==> config.mk <==
export PLATFORM = sky130hd
export DESIGN_NAME = fp_mul_scheduler
export DESIGN_NICKNAME = d
export VERILOG_FILES = /design/src/rtl/fp_pkg.sv /design/src/rtl/fp_mant_mul.sv /design/src/rtl/fp_mul_scheduler.sv
export SDC_FILE = /design/constraint.sdc
export NUM_CORES = 1
export LEC_CHECK = 0
export BUFFER_PORTS_ARGS = -buffer_cell sky130_fd_sc_hd__buf_2
export CAP_MARGIN = 15
export CORE_UTILIZATION = 45
export CTS_CLUSTER_DIAMETER = 50
export DETAILED_ROUTE_END_ITERATION = 12
export PLACE_DENSITY = 0.77
export SLEW_MARGIN = 20
export SYNTH_ARGS = -nofsm -noshare
export SYNTH_HDL_FRONTEND = slang
export SYNTH_HIERARCHICAL = 1
export SYNTH_SLANG_ARGS = --single-unit
==> constraint.sdc <==
create_clock -name CLK -period 17.4 [get_ports CLK]
set_input_delay 0 -clock CLK [delete_from_list [all_inputs] [get_ports CLK]]
set_output_delay 0 -clock CLK [all_outputs]
set_load 0.05 [all_outputs]
==> src/rtl/fp_pkg.sv <==
// Shared constants, field helpers and FSM encoding for the FP multiply scheduler.
package fp_pkg;

  localparam int NB_MANT_DEF  = 8;
  localparam int NB_EXP_DEF   = 4;
  localparam int NB_FLOAT_DEF = 1 + NB_EXP_DEF + NB_MANT_DEF;

  // Exponent bias for a given exponent width (7 for a 4-bit exponent).
  function automatic int bias(input int nb_exp);
    return (1 << (nb_exp - 1)) - 1;
  endfunction

  // Bit position of the sign in a packed {sign, exp, mant} word.
  function automatic int sign_pos(input int nb_exp, input int nb_mant);
    return nb_exp + nb_mant;
  endfunction

  // Least significant bit of the exponent field in a packed word.
  function automatic int exp_lsb(input int nb_mant);
    return nb_mant;
  endfunction

  typedef enum logic [1:0] {
    IDLE = 2'd0,
    EXEC = 2'd1,
    RESP = 2'd2
  } state_t;

endpackage

==> src/rtl/fp_mant_mul.sv <==
// Combinational mantissa multiplier with hidden leading one; renormalises by
// one position when the product reaches 2.0 and truncates the rest.
module fp_mant_mul #(
  parameter int NB_MANT = 8,
  parameter int NB_EXP  = 4
) (
  input  logic [NB_MANT-1:0] MANT_A,
  input  logic [NB_MANT-1:0] MANT_B,
  input  logic [NB_EXP-1:0]  EXP,
  output logic [NB_MANT-1:0] MANT_C,
  output logic [NB_EXP-1:0]  EXP_C
);

  localparam int NB_PROD = 2 * NB_MANT + 2;

  logic [NB_PROD-1:0] op_a;
  logic [NB_PROD-1:0] op_b;
  logic [NB_MANT+1:0] prod_hi;

  // Multiply 1.MANT_A by 1.MANT_B, keep the integer bits plus the upper fraction.
  always_comb begin
    op_a    = {{(NB_MANT + 1){1'b0}}, 1'b1, MANT_A};
    op_b    = {{(NB_MANT + 1){1'b0}}, 1'b1, MANT_B};
    prod_hi = (NB_MANT + 2)'((op_a * op_b) >> NB_MANT);
  end

  // Shift right and bump the exponent when the product is in [2.0, 4.0).
  always_comb begin
    if (prod_hi[NB_MANT+1]) begin
      MANT_C = prod_hi[NB_MANT:1];
      EXP_C  = EXP + 1'b1;
    end else begin
      MANT_C = prod_hi[NB_MANT-1:0];
      EXP_C  = EXP;
    end
  end

endmodule

==> src/rtl/fp_mul_scheduler.sv <==
// Round-robin scheduler sharing one mantissa multiplier between two
// requesters; computes sign/exponent, flags zero/overflow/underflow and
// returns a registered, tagged result over valid/ready.
module fp_mul_scheduler
  import fp_pkg::*;
#(
  parameter int NB_MANT = NB_MANT_DEF,
  parameter int NB_EXP  = NB_EXP_DEF
) (
  input  logic                    CLK,
  input  logic                    RST_N,
  input  logic                    REQ0_VALID,
  output logic                    REQ0_READY,
  input  logic [NB_EXP+NB_MANT:0] REQ0_A,
  input  logic [NB_EXP+NB_MANT:0] REQ0_B,
  input  logic                    REQ1_VALID,
  output logic                    REQ1_READY,
  input  logic [NB_EXP+NB_MANT:0] REQ1_A,
  input  logic [NB_EXP+NB_MANT:0] REQ1_B,
  output logic                    RES_VALID,
  input  logic                    RES_READY,
  output logic [NB_EXP+NB_MANT:0] RES,
  output logic                    RES_ID,
  output logic                    RES_OVF,
  output logic                    RES_UNF
);

  localparam int NB_FLOAT = 1 + NB_EXP + NB_MANT;
  localparam int SIGN_POS = sign_pos(NB_EXP, NB_MANT);
  localparam int EXP_LSB  = exp_lsb(NB_MANT);
  localparam int NB_EW    = NB_EXP + 2;
  localparam logic [NB_EW-1:0] BIAS_W  = NB_EW'(bias(NB_EXP));
  localparam logic [NB_EW-1:0] EXP_MAX = NB_EW'((1 << NB_EXP) - 1);

  state_t state_q;
  state_t state_d;

  logic                last_q;
  logic                grant_id;
  logic                handshake;
  logic [NB_FLOAT-1:0] op_a_q;
  logic [NB_FLOAT-1:0] op_b_q;
  logic                id_q;

  logic [NB_EXP-1:0]   ea;
  logic [NB_EXP-1:0]   eb;
  logic [NB_EW-1:0]    exp_raw;
  logic [NB_EW-1:0]    exp_fin;
  logic [NB_EXP-1:0]   exp_drv;
  logic [NB_MANT-1:0]  mant_c;
  logic [NB_EXP-1:0]   exp_c;
  logic                norm;
  logic                sign_c;
  logic                zero_c;

  logic [NB_FLOAT-1:0] res_d;
  logic                ovf_d;
  logic                unf_d;
  logic [NB_FLOAT-1:0] res_q;
  logic                res_id_q;
  logic                res_ovf_q;
  logic                res_unf_q;

  // Round-robin grant: a lone requester wins, on contention the one not served last wins.
  always_comb begin
    if (REQ0_VALID && REQ1_VALID) begin
      grant_id = ~last_q;
    end else begin
      grant_id = REQ1_VALID;
    end
  end

  assign handshake = (state_q == IDLE) && (REQ0_VALID || REQ1_VALID);

  // FSM state register.
  always_ff @(posedge CLK or negedge RST_N) begin
    if (!RST_N) begin
      state_q <= IDLE;
    end else begin
      state_q <= state_d;
    end
  end

  // FSM next-state: one grant, one multiply cycle, then hold until consumed.
  always_comb begin
    state_d = state_q;
    case (state_q)
      IDLE:    if (handshake) state_d = EXEC;
      EXEC:    state_d = RESP;
      RESP:    if (RES_READY) state_d = IDLE;
      default: state_d = IDLE;
    endcase
  end

  // FSM outputs: ready only toward the granted requester while idle.
  always_comb begin
    REQ0_READY = (state_q == IDLE) && REQ0_VALID && !grant_id;
    REQ1_READY = (state_q == IDLE) && REQ1_VALID &&  grant_id;
    RES_VALID  = (state_q == RESP);
  end

  // Capture the granted operand pair and remember who was served.
  always_ff @(posedge CLK or negedge RST_N) begin
    if (!RST_N) begin
      op_a_q <= '0;
      op_b_q <= '0;
      id_q   <= 1'b0;
      last_q <= 1'b1;
    end else if (handshake) begin
      op_a_q <= grant_id ? REQ1_A : REQ0_A;
      op_b_q <= grant_id ? REQ1_B : REQ0_B;
      id_q   <= grant_id;
      last_q <= grant_id;
    end
  end

  // Exponent sum before renormalisation; its low bits feed the multiplier.
  always_comb begin
    ea      = op_a_q[EXP_LSB +: NB_EXP];
    eb      = op_b_q[EXP_LSB +: NB_EXP];
    exp_raw = {2'b00, ea} + {2'b00, eb} - BIAS_W;
    exp_drv = exp_raw[NB_EXP-1:0];
  end

  fp_mant_mul #(
    .NB_MANT (NB_MANT),
    .NB_EXP  (NB_EXP)
  ) u_mant_mul (
    .MANT_A (op_a_q[NB_MANT-1:0]),
    .MANT_B (op_b_q[NB_MANT-1:0]),
    .EXP    (exp_drv),
    .MANT_C (mant_c),
    .EXP_C  (exp_c)
  );

  // Final exponent and special cases; a zero operand overrides range checks.
  always_comb begin
    sign_c  = op_a_q[SIGN_POS] ^ op_b_q[SIGN_POS];
    zero_c  = (ea == '0) || (eb == '0);
    norm    = (exp_c != exp_drv);
    exp_fin = exp_raw + NB_EW'(norm);
    res_d   = {sign_c, exp_fin[NB_EXP-1:0], mant_c};
    ovf_d   = 1'b0;
    unf_d   = 1'b0;
    if (zero_c) begin
      res_d = {sign_c, {(NB_FLOAT - 1){1'b0}}};
    end else if ($signed(exp_fin) > $signed(EXP_MAX)) begin
      res_d = {sign_c, {(NB_FLOAT - 1){1'b1}}};
      ovf_d = 1'b1;
    end else if (exp_fin[NB_EW-1] || (exp_fin == '0)) begin
      res_d = {sign_c, {(NB_FLOAT - 1){1'b0}}};
      unf_d = 1'b1;
    end
  end

  // Result registers load in EXEC and stay put while the consumer stalls.
  always_ff @(posedge CLK or negedge RST_N) begin
    if (!RST_N) begin
      res_q     <= '0;
      res_id_q  <= 1'b0;
      res_ovf_q <= 1'b0;
      res_unf_q <= 1'b0;
    end else if (state_q == EXEC) begin
      res_q     <= res_d;
      res_id_q  <= id_q;
      res_ovf_q <= ovf_d;
      res_unf_q <= unf_d;
    end
  end

  assign RES     = res_q;
  assign RES_ID  = res_id_q;
  assign RES_OVF = res_ovf_q;
  assign RES_UNF = res_unf_q;

endmodule

==> results.toml, run 1 <==
[timing]
maxSlewHeadroom_pct = 46.4
min_period_ns = 7.22
setup_ws_ns = 10.18
finalSetupViolCount = 0
worst_slew_pin_slew_ns = 0.803
drv_slew = 0
timing.fmax_mhz = 139
clock_skew_ns = 0.00377
hold_viol = 0
whs_ns = 0.0142
grt_setup_unrepaired = "false"
setup_tns_ns = 0
post-route-period-util_pct = 41.5

[synth]
synth-seq-cells = 46
synth_edf_count = 0
synth_fp_nets = 725
netlist_area_um2 = 5170
ys_seq_area_share_pct = 22.3
ys.flop_type = "dfrtp_1"
async_flop_share_pct = 100
avgSynthCellArea_um2 = 8.99
synth.distinct_cells = 64
ys_warn_count = 6
syn_inst = 575

[place]
place.gp.congestion = 0.912
hpwl_um = 8780
place_ws_ns = 10.26
placed_area_um2 = 5620
io_buffers = 75

[clocking]
root_buffer = "clkbuf_16"
cts_num_sinks = 46
cts_buffer_depth = 2
cts_setup_buffers = 0
insertion_delay_ns = 0.29
clk_pin_slew_ns = 0.06
cts_tree = "yes"
cts_buffers = 5
htreeDepth = 2

[drt]
ant_nets = 0
wl_per_cell_um = 14.1
drtIter0Drc = 190
viasPerCell = 5.27
first_pass_iters = 4
vias = 4093
drc = 0
routed_wl_um = 10900

[layout]
final_cell_area_um2 = 5820
n_fill_cell = 994
final_common_cell = "inv_1"
areaGrowthSynthToFinish_pct = 12.6
final_cell_mix = "inv_1, buf_2, nand2_1"
final_nets = 786
seq_area_um2 = 1150
diodes = 0
multi_input_area_um2 = 3550
drive_above_1_share_pct = 17.7

[min_path]
min_path_cells = 3
hold_path.class = "in2reg"

[worst_setup_path]
ff2ff_path_depth = 26
r2r_slack_ns = 10.18
critPathRequiredTime_ns = 17.54
start_kind = "register"
path_max_fanout = 12
crit_path_max_incr_delay_ns = 0.54
slowest_stage = "a31oi_2"
worstSetupPathType = "reg2reg"
cp_common_cell = "inv_1"
end_kind = "register"
arrival_ns = 7.36

[die]
core_um2 = 11000
fp.dieH_um = 109
initial_core_util_pct = 46.9
placementRows = 38
dieWidth_um = 109
dieArea_um2 = 11900
io_pins = 76

[global_routing]
antenna_found_initial = 0
grt_max_degree = 54
grt.total_usage_pct = 19.6
grt_overflow = 0
first_global_vias = 4171
grt_pass1_wl_um = 18700

[run]
max_cap_viol_count = 0

[status]
status = "finished, final reports clean"
-- sequential cells by signal, indices dropped and copies added, names as in the netlist --
signal,count
RES,13
RES_ID,1
RES_OVF,1
RES_UNF,1
id_q,1
last_q,1
op_a_q,13
op_b_q,13
state_q,2
-- repair_timing --
action                                 4_1_cts  5_1_grt
hold buffers                                 2        0
setup endpoints to repair                    0        0
resized for setup                            0        0
endpoints found under the hold margin       46        0
-- area by class of cell --
type                            instances  area share (%)
Inverter                               94            6.06
Clock inverter                          1           0.151
Timing Repair Buffer                   80            7.57
Tap cell                              140            3.01
Sequential cell                        46            19.8
Clock buffer                            7            2.45
Multi-Input combinational cell        409            61.0
-- cell usage after synthesis (all sizes together), types with 3 or more instances --
library cell / n / share of area, %
a21o: 10 / 1.5
a21oi: 39 / 3.8
and2: 24 / 2.9
buf: 12 / 1.5
clkbuf: 14 / 1.0
dfrtp: 45 / 22
fa: 50 / 19
ha: 43 / 10
inv: 94 / 6.8
mux2: 6 / 1.7
mux2i: 30 / 5.8
nand2: 71 / 5.3
nand2b: 3 / 0.41
nand3: 5 / 0.48
nand4: 4 / 0.48
nor2: 38 / 2.8
nor3: 4 / 0.48
nor4: 4 / 0.77
o211ai: 15 / 2.2
o21ai: 11 / 1.1
or3: 3 / 0.48
xnor2: 12 / 2.0
xor2: 9 / 1.7
-- logic make-up (layout without fill, tap and decap cells) --
group                    Yosys count  in the layout  share of synthesized area, %
AND/OR/NAND/NOR                  164            164                          15.4
buffers and inverters            120            182                          9.32
AO/OA/AOI/OAI                     95             95                          12.0
adder cells (fa/ha/maj)           93             93                          29.8
flip-flops                        46             46                          22.3
multiplexers                      36             36                          7.48
XOR/XNOR                          21             21                          3.70
-- final timing paths --
path / from / to
max: op_b_q[7] / RES[6]
min: REQ0_B[12] / op_b_q[12]
max reg2reg: op_b_q[7] / RES[6]
min reg2reg: RES_OVF / RES_OVF
max in group asynchronous: RST_N / op_a_q[4]
min in group asynchronous: RST_N / op_b_q[11]
-- per-layer routing --
metal  global-route usage, %  up-vias  wire, um
li1                        -     1983         -
met1                    25.9     1981      4720
met2                    34.3      122      5640
met3                    2.39        7       473
met4                    4.48        0        97
met5                       0        -         0
-- worst max-delay path: cells and delay by family, from the launching register on --
kind | cells | cell delay, ns
mux | 1 | 0.33
fa+ha+maj | 7 | 2.98
compound gates | 4 | 1.40
flops | 1 | 0.49
buf+inv | 5 | 0.39
simple gates | 7 | 1.14
xor+xnor | 2 | 0.34
-- metrics by stage --
stage / instances / utilization, %
floorplan: 575 / -
global placement: 766 / 50.9
detailed placement: 766 / 50.9
CTS: 776 / 52.5
global route: 777 / 52.8
finish: 777 / 52.8
Power of run 1 is left out: the tool's default activity adds up to more than one toggle a clock period on the data nets, which glitch-free logic cannot reach.
==> inputs of run 2 (changes only) <==
--- a/config.mk
+++ b/config.mk
@@ -10,7 +10,7 @@
 export CORE_UTILIZATION = 45
 export CTS_CLUSTER_DIAMETER = 50
 export DETAILED_ROUTE_END_ITERATION = 12
-export PLACE_DENSITY = 0.77
+export PLACE_DENSITY = 0.8
 export SLEW_MARGIN = 20
 export SYNTH_ARGS = -nofsm -noshare
 export SYNTH_HDL_FRONTEND = slang
==> constraint.sdc (replaced) <==
create_clock -name CLK -period 6.47 [get_ports CLK]
set_input_delay 0 -clock CLK [delete_from_list [all_inputs] [get_ports CLK]]
set_output_delay 0 -clock CLK [all_outputs]
set_load 0.05 [all_outputs]
==> results.toml, run 2 (synthesis gave the netlist of run 1 again) <==
[layout]
final_core_util_pct = 56.6
n_fill_cell = 949
areaGrowthSynthToFinish_pct = 20.8
seq_area_um2 = 1160
multi_input_area_um2 = 3710
diodes = 0
drive_above_1_share_pct = 26.2
final_cell_mix = "inv_1, buf_2, nand2_1"
final_nets = 820
final_common_cell = "inv_1"

[timing]
finalSetupViolCount = 0
min_period_ns = 6.41
maxSlewHeadroom_pct = 48.8
hold_viol = 0
drv_slew = 0
whs_ns = 0.00596
post-route-period-util_pct = 99.1
worst_slew_pin_slew_ns = 0.767
setup_ws_ns = 0.0592
timing.fmax_mhz = 156
clock_skew_ns = 0.00817

[worst_setup_path]
end_kind = "register"
path_max_fanout = 6
start_kind = "register"
worstSetupPathType = "reg2reg"
timing.rr.end = "RES[7]"
r2r_start = "op_b_q[3]"
arrival_ns = 6.58
r2r_slack_ns = 0.06
ff2ff_path_depth = 23
critPathRequiredTime_ns = 6.64

[global_routing]
grt_overflow = 0
grt_pass1_wl_um = 18700
first_global_vias = 4200
antenna_found_initial = 0
grt_max_degree = 54
grt.total_usage_pct = 19.7

[die]
initial_core_util_pct = 46.9
placementRows = 38
fp.dieH_um = 109
dieWidth_um = 109
dieArea_um2 = 11900
core_um2 = 11000
io_pins = 76

[clocking]
cts_num_sinks = 46
clk_pin_slew_ns = 0.07
cts_buffer_depth = 2
root_buffer = "clkbuf_16"
insertion_delay_ns = 0.30
cts_tree = "yes"
cts_buffers = 5
htreeDepth = 2

[min_path]
hold_path.startpoint = "REQ0_A[12]"
min_to = "op_a_q[12]"
hold_path.class = "in2reg"
min_path_cells = 3

[run]
max_cap_viol_count = 0

[drt]
drc = 0
ant_nets = 0
routed_wl_um = 11900
first_pass_iters = 6
vias = 4321
wl_per_cell_um = 14.7
drtIter0Drc = 236
viasPerCell = 5.33

[place]
place.gp.congestion = 0.881
place_ws_ns = -0.0202
io_buffers = 75
hpwl_um = 8760

[status]
status = "finished, final reports clean"
## run 2: area by class of cell
type	count	area share (%)
inverter	94	5.65
multi-input combinational	409	59.5
sequential	46	18.6
tap	140	2.81
timing repair buffer	114	11.2
clock inverter	2	0.220
clock buffer	6	2.06
## run 2: worst max path at each step
stage	startpoint	end	cells past startpoint
after global routing	op_b_q[7]	RES[7]	26
after floorplan	op_a_q[2]	RES[1]	27
final	op_b_q[3]	RES[7]	23
after global placement	op_b_q[2]	RES[5]	25
after CTS	op_a_q[6]	RES[0]	24
after detailed placement	op_a_q[6]	RES[1]	24
## run 2: metal layers
layer  vias to the layer above  part of all wire, %  wire length [um]  track usage [%]
li1                       2055                    -                 -                -
met1                      2113                   41              4860             25.6
met2                       138                   52              6230             34.1
met3                        15                  5.3               630             2.93
met4                         0                  1.5               174             5.81
met5                         -                    0                 0                0
## run 2: metrics by stage
| stage | instances | TNS, ns | area, um^2 |
|---|---|---|---|
| after floorplan | 575 | 0 | 5170 |
| after global placement | 784 | 0 | 5750 |
| after detailed placement | 784 | -0.146 | 5750 |
| after CTS | 794 | 0 | 5920 |
| after global routing | 811 | -1.89 | 6240 |
| final | 811 | 0 | 6240 |
## run 2: worst max-delay path, cell delays in order (launching register included)
cell,delay (ns)
dfrtp_2,0.44
and2_1,0.19
fa_1,0.52
fa_1,0.53
fa_1,0.56
inv_1,0.06
fa_1,0.54
inv_1,0.08
ha_4,0.26
nand4_1,0.12
or2b_2,0.33
o32ai_4,0.35
or3_4,0.21
nand2_4,0.06
mux2_4,0.32
xnor2_2,0.13
nand4_1,0.09
ha_2,0.22
nand3_1,0.12
nand2b_4,0.19
or3_1,0.40
a31oi_2,0.25
buf_4,0.19
o211ai_1,0.11
## run 2: repair_timing
action,in CTS,in global routing
pin swaps,0,15
gates cloned,0,1
resized for setup,2,40
hold endpoints to repair,46,0
buffers inserted,0,15
hold buffers,2,0
endpoints found under the setup margin,12,14
Power of run 2 is left out for the same reason.
==> inputs of run 3 (changes only) <==
==> constraint.sdc (replaced) <==
create_clock -name CLK -period 6.47 [get_ports CLK]
set_input_delay 0.3235 -clock CLK [delete_from_list [all_inputs] [get_ports CLK]]
set_output_delay 0.3235 -clock CLK [all_outputs]
set_load 0.05 [all_outputs]
==> results.toml, run 3 (synthesis gave the netlist of run 1 again) <==
[status]
status = "finished, final reports clean"

[worst_setup_path]
end_kind = "register"
worstSetupPathType = "reg2reg"
cp_cell_sequence = "and2_1 > fa_1 > fa_1 > fa_1 > inv_1 > fa_1 > inv_1 > ha_4 > nand4_1 > or2b_2 > o32ai_4 > or3_4 > nand2_4 > mux2_4 > xnor2_2 > nand4_1 > ha_2 > nand3_1 > nand2b_4 > or3_1 > a31oi_2 > buf_4 > o211ai_1"
r2r_slack_ns = 0.06
critPathRequiredTime_ns = 6.64
arrival_ns = 6.58
startpoint = "op_b_q[3]"
slowest_stage = "fa_1"
crit_path_max_incr_delay_ns = 0.56
path_max_fanout = 6
cp_common_cell = "fa_1"
r2r_start = "op_b_q[3]"
start_kind = "register"

[timing]
post-route-period-util_pct = 99.1
hold_viol = 0
maxSlewHeadroom_pct = 48.8
setup_tns_ns = 0
setup_ws_ns = 0.0584
min_period_ns = 6.41
worst_slew_pin_slew_ns = 0.767
clock_skew_ns = 0.00818
finalSetupViolCount = 0
drv_slew = 0
timing.fmax_mhz = 156

[global_routing]
grt_overflow = 0
antenna_found_initial = 0
busiest_layer = "met2"
grt.total_usage_pct = 19.7
met2_usage_pct = 34.0
grt_use_met1_pct = 25.6
grt_max_degree = 54
use_met3_pct = 2.93
first_global_vias = 4194
grt_pass1_wl_um = 18700

[layout]
n_fill_cell = 948
drive_above_1_share_pct = 26.3
final_cell_mix = "inv_1, buf_2, nand2_1"
diodes = 0
final_cell_area_um2 = 6220
final_nets = 818
final_common_cell = "inv_1"
final_core_util_pct = 56.4
areaGrowthSynthToFinish_pct = 20.4

[drt]
wl_per_cell_um = 14.6
drtIter0Drc = 215
first_pass_iters = 5
drc = 0
ant_nets = 0
routed_wl_um = 11800
vias = 4297
viasPerCell = 5.31

[die]
fp.dieH_um = 109
core_um2 = 11000
placementRows = 38
io_pins = 76
initial_core_util_pct = 46.9
dieWidth_um = 109
dieArea_um2 = 11900

[run]
max_cap_viol_count = 0

[clocking]
cts_buffers = 5
htreeDepth = 2
cts_hold_buf = 0
cts_num_sinks = 46
clk_pin_slew_ns = 0.07
cts_buffer_depth = 2
insertion_delay_ns = 0.30
root_buffer = "clkbuf_16"
cts_tree = "yes"

[place]
hpwl_um = 8760
placed_area_um2 = 5750
place_ws_ns = -0.0202
place.gp.congestion = 0.881
io_buffers = 75

[min_path]
hold_path.class = "in2async"
run 3: path summary, 6_finish.rpt:
| kind | endpoint | depth (start not counted) |
|---|---|---|
| max | RES[7] | 23 |
| min | RES_OVF | 1 |
| max reg2reg | RES[7] | 23 |
| min reg2reg | RES_OVF | 2 |
| max in group asynchronous | op_a_q[5] | 1 |
| min in group CLK | state_q[1] | 2 |
run 3: stage by stage:
| stage | hold WS, ns | cells |
|---|---|---|
| after global routing | 0.0852 | 809 |
| final | 0.0360 | 809 |
| after global placement | 0.453 | 784 |
| after CTS | 0.218 | 792 |
| after detailed placement | 0.459 | 784 |
| after floorplan | 0.0279 | 575 |
run 3: layout make-up:
| cell class | instances | area [um^2] | area share, % |
|---|---|---|---|
| Timing Repair Buffer | 112 | 677 | 10.9 |
| Clock inverter | 2 | 13.8 | 0.221 |
| Inverter | 94 | 353 | 5.67 |
| Multi-Input combinational cell | 409 | 3710 | 59.7 |
| Clock buffer | 6 | 129 | 2.07 |
| Tap cell | 140 | 175 | 2.81 |
| Sequential cell | 46 | 1160 | 18.7 |
run 3: repair_timing:
action	in CTS	in global routing
gates cloned	0	1
gates resized for setup	2	40
buffers inserted	0	15
pin swaps	0	15
setup endpoints to repair	12	14
run 3: routing by layer:
layer / wire (um) / share of wire, %
met4: 163 / 1.4
met2: 6210 / 52
met3: 621 / 5.2
met5: 0 / 0
met1: 4840 / 41
run 3: critical path: cells and delay by family, from the launching register on:
family	cells	cell delay (ns)
compound gates	3	0.71
xor+xnor	1	0.13
fa+ha+maj	6	2.62
buf+inv	3	0.33
flops	1	0.44
mux	1	0.32
simple gates	9	1.71
Power of run 3 is left out for the same reason.
